===== config.mk =====
export PLATFORM = sky130hd
export DESIGN_NAME = bicubic_conv_sched
export DESIGN_NICKNAME = d
export VERILOG_FILES = /design/src/rtl/bicubic_sched_pkg.sv /design/src/rtl/bicubic_round_clamp.sv /design/src/rtl/bicubic_vector_mult.sv /design/src/rtl/bicubic_conv_sched.sv
export SDC_FILE = /design/constraint.sdc
export NUM_CORES = 1
export LEC_CHECK = 0
export CORE_ASPECT_RATIO = 1.2
export CORE_UTILIZATION = 49
export CTS_BUF_LIST = sky130_fd_sc_hd__clkbuf_8
export DETAILED_ROUTE_END_ITERATION = 8
export GPL_ROUTABILITY_DRIVEN = 0
export HOLD_SLACK_MARGIN = 0.1
export MAX_ROUTING_LAYER = met4
export PLACE_DENSITY_LB_ADDON = 0.15
export SYNTH_ARGS = -nofsm -noshare
export SYNTH_HDL_FRONTEND = slang
export SYNTH_HIERARCHICAL = 1
export SYNTH_SLANG_ARGS = --single-unit

===== constraint.sdc =====
create_clock -name clk -period 10 [get_ports clk]
set_input_delay 1 -clock clk [delete_from_list [all_inputs] [get_ports clk]]
set_output_delay 1 -clock clk [all_outputs]
set_load 0.02 [all_outputs]

===== src/rtl/bicubic_sched_pkg.sv =====
// rtl/bicubic_sched_pkg.sv - shared state encoding and round/clamp constants for the bicubic scheduler
package bicubic_sched_pkg;

    localparam int PRODUCT_WIDTH = 16;
    localparam int PIX_WIDTH     = 8;
    localparam int WEIGHT_SHIFT  = 3;
    localparam int MAG_W         = PRODUCT_WIDTH - 1;

    localparam logic [MAG_W:0]         ROUND_HALF = (MAG_W + 1)'(1) << (WEIGHT_SHIFT - 1);
    localparam logic [MAG_W-1:0]       MAG_SAT    = '1;
    localparam logic [MAG_W-1:0]       PIX_LIMIT  = MAG_W'(255);
    localparam logic [PIX_WIDTH-1:0]   PIX_MAX    = '1;

    typedef enum logic [2:0] {
        ST_IDLE,
        ST_H0,
        ST_H1,
        ST_H2,
        ST_H3,
        ST_V,
        ST_OUT
    } sched_state_t;

endpackage


===== src/rtl/bicubic_round_clamp.sv =====
// rtl/bicubic_round_clamp.sv - sign-magnitude round-shift plus 8-bit clamp and clamp flag
module bicubic_round_clamp
    import bicubic_sched_pkg::*;
(
    input  logic [PRODUCT_WIDTH-1:0] sm_in,
    output logic [PRODUCT_WIDTH-1:0] sm_round,
    output logic [PIX_WIDTH-1:0]     pix,
    output logic                     clamp
);

    logic [MAG_W:0]   sum;
    logic [MAG_W-1:0] mag_r;
    logic             neg;
    logic             sat_hi;

    always_comb begin
        sum      = {1'b0, sm_in[MAG_W-1:0]} + ROUND_HALF;
        mag_r    = MAG_W'(sum >> WEIGHT_SHIFT);
        // A magnitude that rounds to zero is always emitted as +0.
        neg      = sm_in[MAG_W] && (mag_r != '0);
        sm_round = {neg, mag_r};
        sat_hi   = !neg && ((mag_r > PIX_LIMIT) || (sm_in[MAG_W-1:0] == MAG_SAT));
        clamp    = neg || sat_hi;
        if (neg)
            pix = '0;
        else if (sat_hi)
            pix = PIX_MAX;
        else
            pix = mag_r[PIX_WIDTH-1:0];
    end

endmodule


===== src/rtl/bicubic_vector_mult.sv =====
// rtl/bicubic_vector_mult.sv - combinational 4-tap sign-magnitude dot product, magnitude saturating
module bicubic_vector_mult #(
    parameter int PRODUCT_WIDTH = 16
) (
    input  logic [4*PRODUCT_WIDTH-1:0] operands,
    input  logic [15:0]                weights,
    output logic [PRODUCT_WIDTH-1:0]   product
);

    localparam int MW = PRODUCT_WIDTH - 1;
    localparam int AW = MW + 6;

    logic signed [AW-1:0] acc;
    logic        [AW-1:0] term;
    logic        [AW-1:0] abs_acc;

    always_comb begin
        acc  = '0;
        term = '0;
        for (int i = 0; i < 4; i++) begin
            term = AW'(operands[i*PRODUCT_WIDTH +: MW]) * AW'(weights[i*4 +: 3]);
            if (operands[i*PRODUCT_WIDTH + MW] ^ weights[i*4 + 3])
                acc = acc - $signed(term);
            else
                acc = acc + $signed(term);
        end
        abs_acc = acc[AW-1] ? $unsigned(-acc) : $unsigned(acc);
        if (abs_acc > AW'({MW{1'b1}}))
            product = {acc[AW-1], {MW{1'b1}}};
        else
            product = {acc[AW-1], abs_acc[MW-1:0]};
    end

endmodule


===== src/rtl/bicubic_conv_sched.sv =====
// rtl/bicubic_conv_sched.sv - 4x4 bicubic convolution scheduler around one shared vector multiplier
// Optional clamp-event counter on sat_cnt when BICUBIC_SCHED_SAT_CNT_EN is defined.
module bicubic_conv_sched
    import bicubic_sched_pkg::*;
(
    input  logic                      clk,
    input  logic                      rst,
    input  logic                      in_valid,
    output logic                      in_ready,
    input  logic [16*PIX_WIDTH-1:0]   win_pix,
    input  logic [15:0]               wx,
    input  logic [15:0]               wy,
    output logic                      out_valid,
    input  logic                      out_ready,
    output logic [PIX_WIDTH-1:0]      out_pix
`ifdef BICUBIC_SCHED_SAT_CNT_EN
    ,
    output logic [15:0]               sat_cnt
`endif
);

    sched_state_t                  state;
    logic [16*PIX_WIDTH-1:0]       win_q;
    logic [15:0]                   wx_q;
    logic [15:0]                   wy_q;
    logic [3:0][PRODUCT_WIDTH-1:0] row_buf;
    logic [1:0]                    row_sel;
    logic [4*PRODUCT_WIDTH-1:0]    mult_operands;
    logic [15:0]                   mult_weights;
    logic [PRODUCT_WIDTH-1:0]      mult_product;
    logic [PRODUCT_WIDTH-1:0]      rc_sm;
    logic [PIX_WIDTH-1:0]          rc_pix;
    logic                          rc_clamp;

    always_comb begin
        row_sel = 2'd0;
        case (state)
            ST_H1:   row_sel = 2'd1;
            ST_H2:   row_sel = 2'd2;
            ST_H3:   row_sel = 2'd3;
            default: row_sel = 2'd0;
        endcase
    end

    // Horizontal passes feed one window row; the vertical pass feeds the buffered row results.
    always_comb begin
        mult_operands = '0;
        mult_weights  = wx_q;
        if (state == ST_V) begin
            mult_operands = row_buf;
            mult_weights  = wy_q;
        end else begin
            for (int c = 0; c < 4; c++)
                mult_operands[c*PRODUCT_WIDTH +: PRODUCT_WIDTH] =
                    PRODUCT_WIDTH'(win_q[(row_sel*4 + c)*PIX_WIDTH +: PIX_WIDTH]);
        end
    end

    bicubic_vector_mult #(
        .PRODUCT_WIDTH(PRODUCT_WIDTH)
    ) u_mult (
        .operands(mult_operands),
        .weights (mult_weights),
        .product (mult_product)
    );

    bicubic_round_clamp u_round_clamp (
        .sm_in   (mult_product),
        .sm_round(rc_sm),
        .pix     (rc_pix),
        .clamp   (rc_clamp)
    );

`ifndef BICUBIC_SCHED_SAT_CNT_EN
    logic unused_clamp;
    assign unused_clamp = rc_clamp;
`endif

    always_ff @(posedge clk) begin
        if (rst) begin
            state     <= ST_IDLE;
            in_ready  <= 1'b1;
            out_valid <= 1'b0;
            out_pix   <= '0;
            row_buf   <= '0;
            win_q     <= '0;
            wx_q      <= '0;
            wy_q      <= '0;
`ifdef BICUBIC_SCHED_SAT_CNT_EN
            sat_cnt   <= '0;
`endif
        end else begin
            case (state)
                ST_IDLE: begin
                    if (in_valid && in_ready) begin
                        win_q    <= win_pix;
                        wx_q     <= wx;
                        wy_q     <= wy;
                        in_ready <= 1'b0;
                        state    <= ST_H0;
                    end
                end
                ST_H0, ST_H1, ST_H2, ST_H3: begin
                    row_buf[row_sel] <= rc_sm;
                    state <= (state == ST_H3) ? ST_V : sched_state_t'(state + 3'd1);
                end
                ST_V: begin
                    out_pix   <= rc_pix;
                    out_valid <= 1'b1;
                    state     <= ST_OUT;
`ifdef BICUBIC_SCHED_SAT_CNT_EN
                    if (rc_clamp && (sat_cnt != 16'hFFFF))
                        sat_cnt <= sat_cnt + 16'd1;
`endif
                end
                ST_OUT: begin
                    if (out_ready) begin
                        out_valid <= 1'b0;
                        in_ready  <= 1'b1;
                        state     <= ST_IDLE;
                    end
                end
                default: begin
                    state     <= ST_IDLE;
                    in_ready  <= 1'b1;
                    out_valid <= 1'b0;
                end
            endcase
        end
    end

endmodule


==> impl_metrics.yaml, run 1 <==
grt:
  grt_first_pass_wirelength_mm: 105
  track_usage_pct: 31.0
  grt_overflow: 0
  grt_max_degree: 161
  antenna_found_initial: 0
  grt_pass1_vias: 21400
detailed_routing:
  wl_per_cell_um: 17.0
  post-route-drc-count: 0
  first_iter_violations: 1361
  vias_per_cell: 5.58
  first_pass_iters: 6
  routed_wl_mm: 66.8
  ant_nets: 0
  vias: 21900
clock_network:
  clk_pin_slew_worst_paths_ns: 0.06
  cts-root-buf: "clkbuf_8"
  cts_tree: "yes"
  cts_buffers: 36
  cts.sinks: 237
  cts.path.max_buffers: 3
  cts_max_level: 2
  ctsHoldBuffers: 0
  insertion_delay_ns: 0.58
sta:
  hold_viol: 0
  tightest_slew_ns: 1.15
  setup_ws_ns: -0.686
  layout_min_cycle_time_ns: 10.69
  finalClockSkew_ns: 0.0460
  slew-limit-headroom_pct: 23.5
  timing.fmax_ghz: 0.0936
  grt_setup_unrepaired: "yes"
  setup_viol: 60
  slew_viol_final: 0
  fin_crit_sh_pct: 107
placement:
  dp_slack_ns: -0.835
  dpl.hpwl_mm: 50.5
  portBuffers: 173
finish:
  drive_above_1_share_pct: 22.2
  nNetsFinal: 3730
  fin_util_pct: 67.8
  areaGrowthSynthToFinish_pct: 35.5
  layout_common_cells: "754 x nand2_1, 404 x buf_4, 320 x a21oi_1"
  fillers: 3541
  n_antenna_cell: 0
  final_common_cell: "nand2_1"
synthesis:
  yosysWarnings: 6
  syn_avg_cell_area_sq_um: 7.19
  syn-cell-area_sq_mm: 0.0206
  synth_cells: 2866
outcome:
  outcome: "complete, but fails checks"
  violations: "negative setup slack"
setup_path:
  startpoint_type: "flop"
  path_max_fanout: 8
  critPathKind: "flop to flop"
  worstPathArrival_ns: 11.05
  crit_slowest_cell: "fa_1"
  cp_common_cell: "ha_1"
  slowest_delay_ns: 0.53
  crit_path_end_kind: "flop"
  worstPathRequired_ns: 10.36
floorplanning:
  die_w_um: 189
  fp-row-count: 81
  die_h_um: 227
  initial_core_util_pct: 50.1
  ioPinCount: 174
  dieArea_sq_mm: 0.0429
  coreArea_sq_mm: 0.0411
run:
  max_cap_violations: 0
worst_hold_path:
  min_path_type: "flop to flop"
-- flip-flops by register name (all words and copies together), names as in the netlist --
name / cells
wy_q: 16
out_pix: 8
win_q: 128
out_valid: 1
row_buf: 64
state: 3
in_ready: 1
wx_q: 16
-- worst max-delay path, delay by kind of cell (launching register included) --
kind	cells	cell delay [ns]
xor+xnor	4	0.73
buf+inv	9	1.13
flops	1	0.41
mux	1	0.19
fa+ha+maj	6	1.85
simple gates	13	3.04
compound gates	17	3.10
-- layout make-up --
type                       count  area, sq um  area share (%)
multi-input combinational   2332        15800            56.7
clock buffer                  45          619            2.22
timing repair buffer         612         5320            19.0
clock inverter                20          148           0.529
sequential                   237         4750            17.0
tap                          539          674            2.42
inverter                     149          569            2.04
-- worst paths after layout --
path | cells after the start | slack, ns | startpoint | to
hold reg to reg | 2 | 0.45 | row_buf[14] | row_buf[14]
hold / removal | 2 | 0.45 | row_buf[14] | row_buf[14]
setup reg to reg | 50 | -0.69 | state[1] | row_buf[31]
setup / recovery | 50 | -0.69 | state[1] | row_buf[31]
-- per-stage QoR --
step	instances	hold slack [ns]	TNS (ns)	area, sq um
after floorplan	2867	0.427	-0.0845	20800
after global routing	3934	0.460	-50.92	27900
after detailed placement	3822	0.441	-37.55	25600
after CTS	3920	0.450	-8.43	27300
final	3934	0.449	-24.05	27900
after global placement	3822	0.434	-22.25	25600
-- layer usage --
metal | vias up | track usage (%) | share of wire, %
met1 | 10400 | 36.1 | 42
met2 | 645 | 54.1 | 49
li1 | 10700 | - | -
met4 | 0 | 14.2 | 4.7
met3 | 184 | 2.72 | 4.3
met5 | - | - | 0
-- what timing repair did --
item	CTS	global route
pin swaps	45	61
cloned	2	0
gates resized for setup	151	103
buffers inserted	32	16
endpoints found under the setup margin	64	64
Power of run 1 is not shown: default switching activity piles up to over one toggle a cycle in this logic, so the estimate is an artifact.
==> run 2: changes to the inputs <==
--- a/config.mk
+++ b/config.mk
@@ -8,6 +8,7 @@
 export CORE_ASPECT_RATIO = 1.2
 export CORE_UTILIZATION = 49
 export CTS_BUF_LIST = sky130_fd_sc_hd__clkbuf_8
+export CTS_CLUSTER_DIAMETER = 80
 export DETAILED_ROUTE_END_ITERATION = 8
 export GPL_ROUTABILITY_DRIVEN = 0
 export HOLD_SLACK_MARGIN = 0.1
==> results of run 2 <==
No change in the layout: final DEF, timing and power equal those of run 1.
Power of run 2 is left out for the same reason.
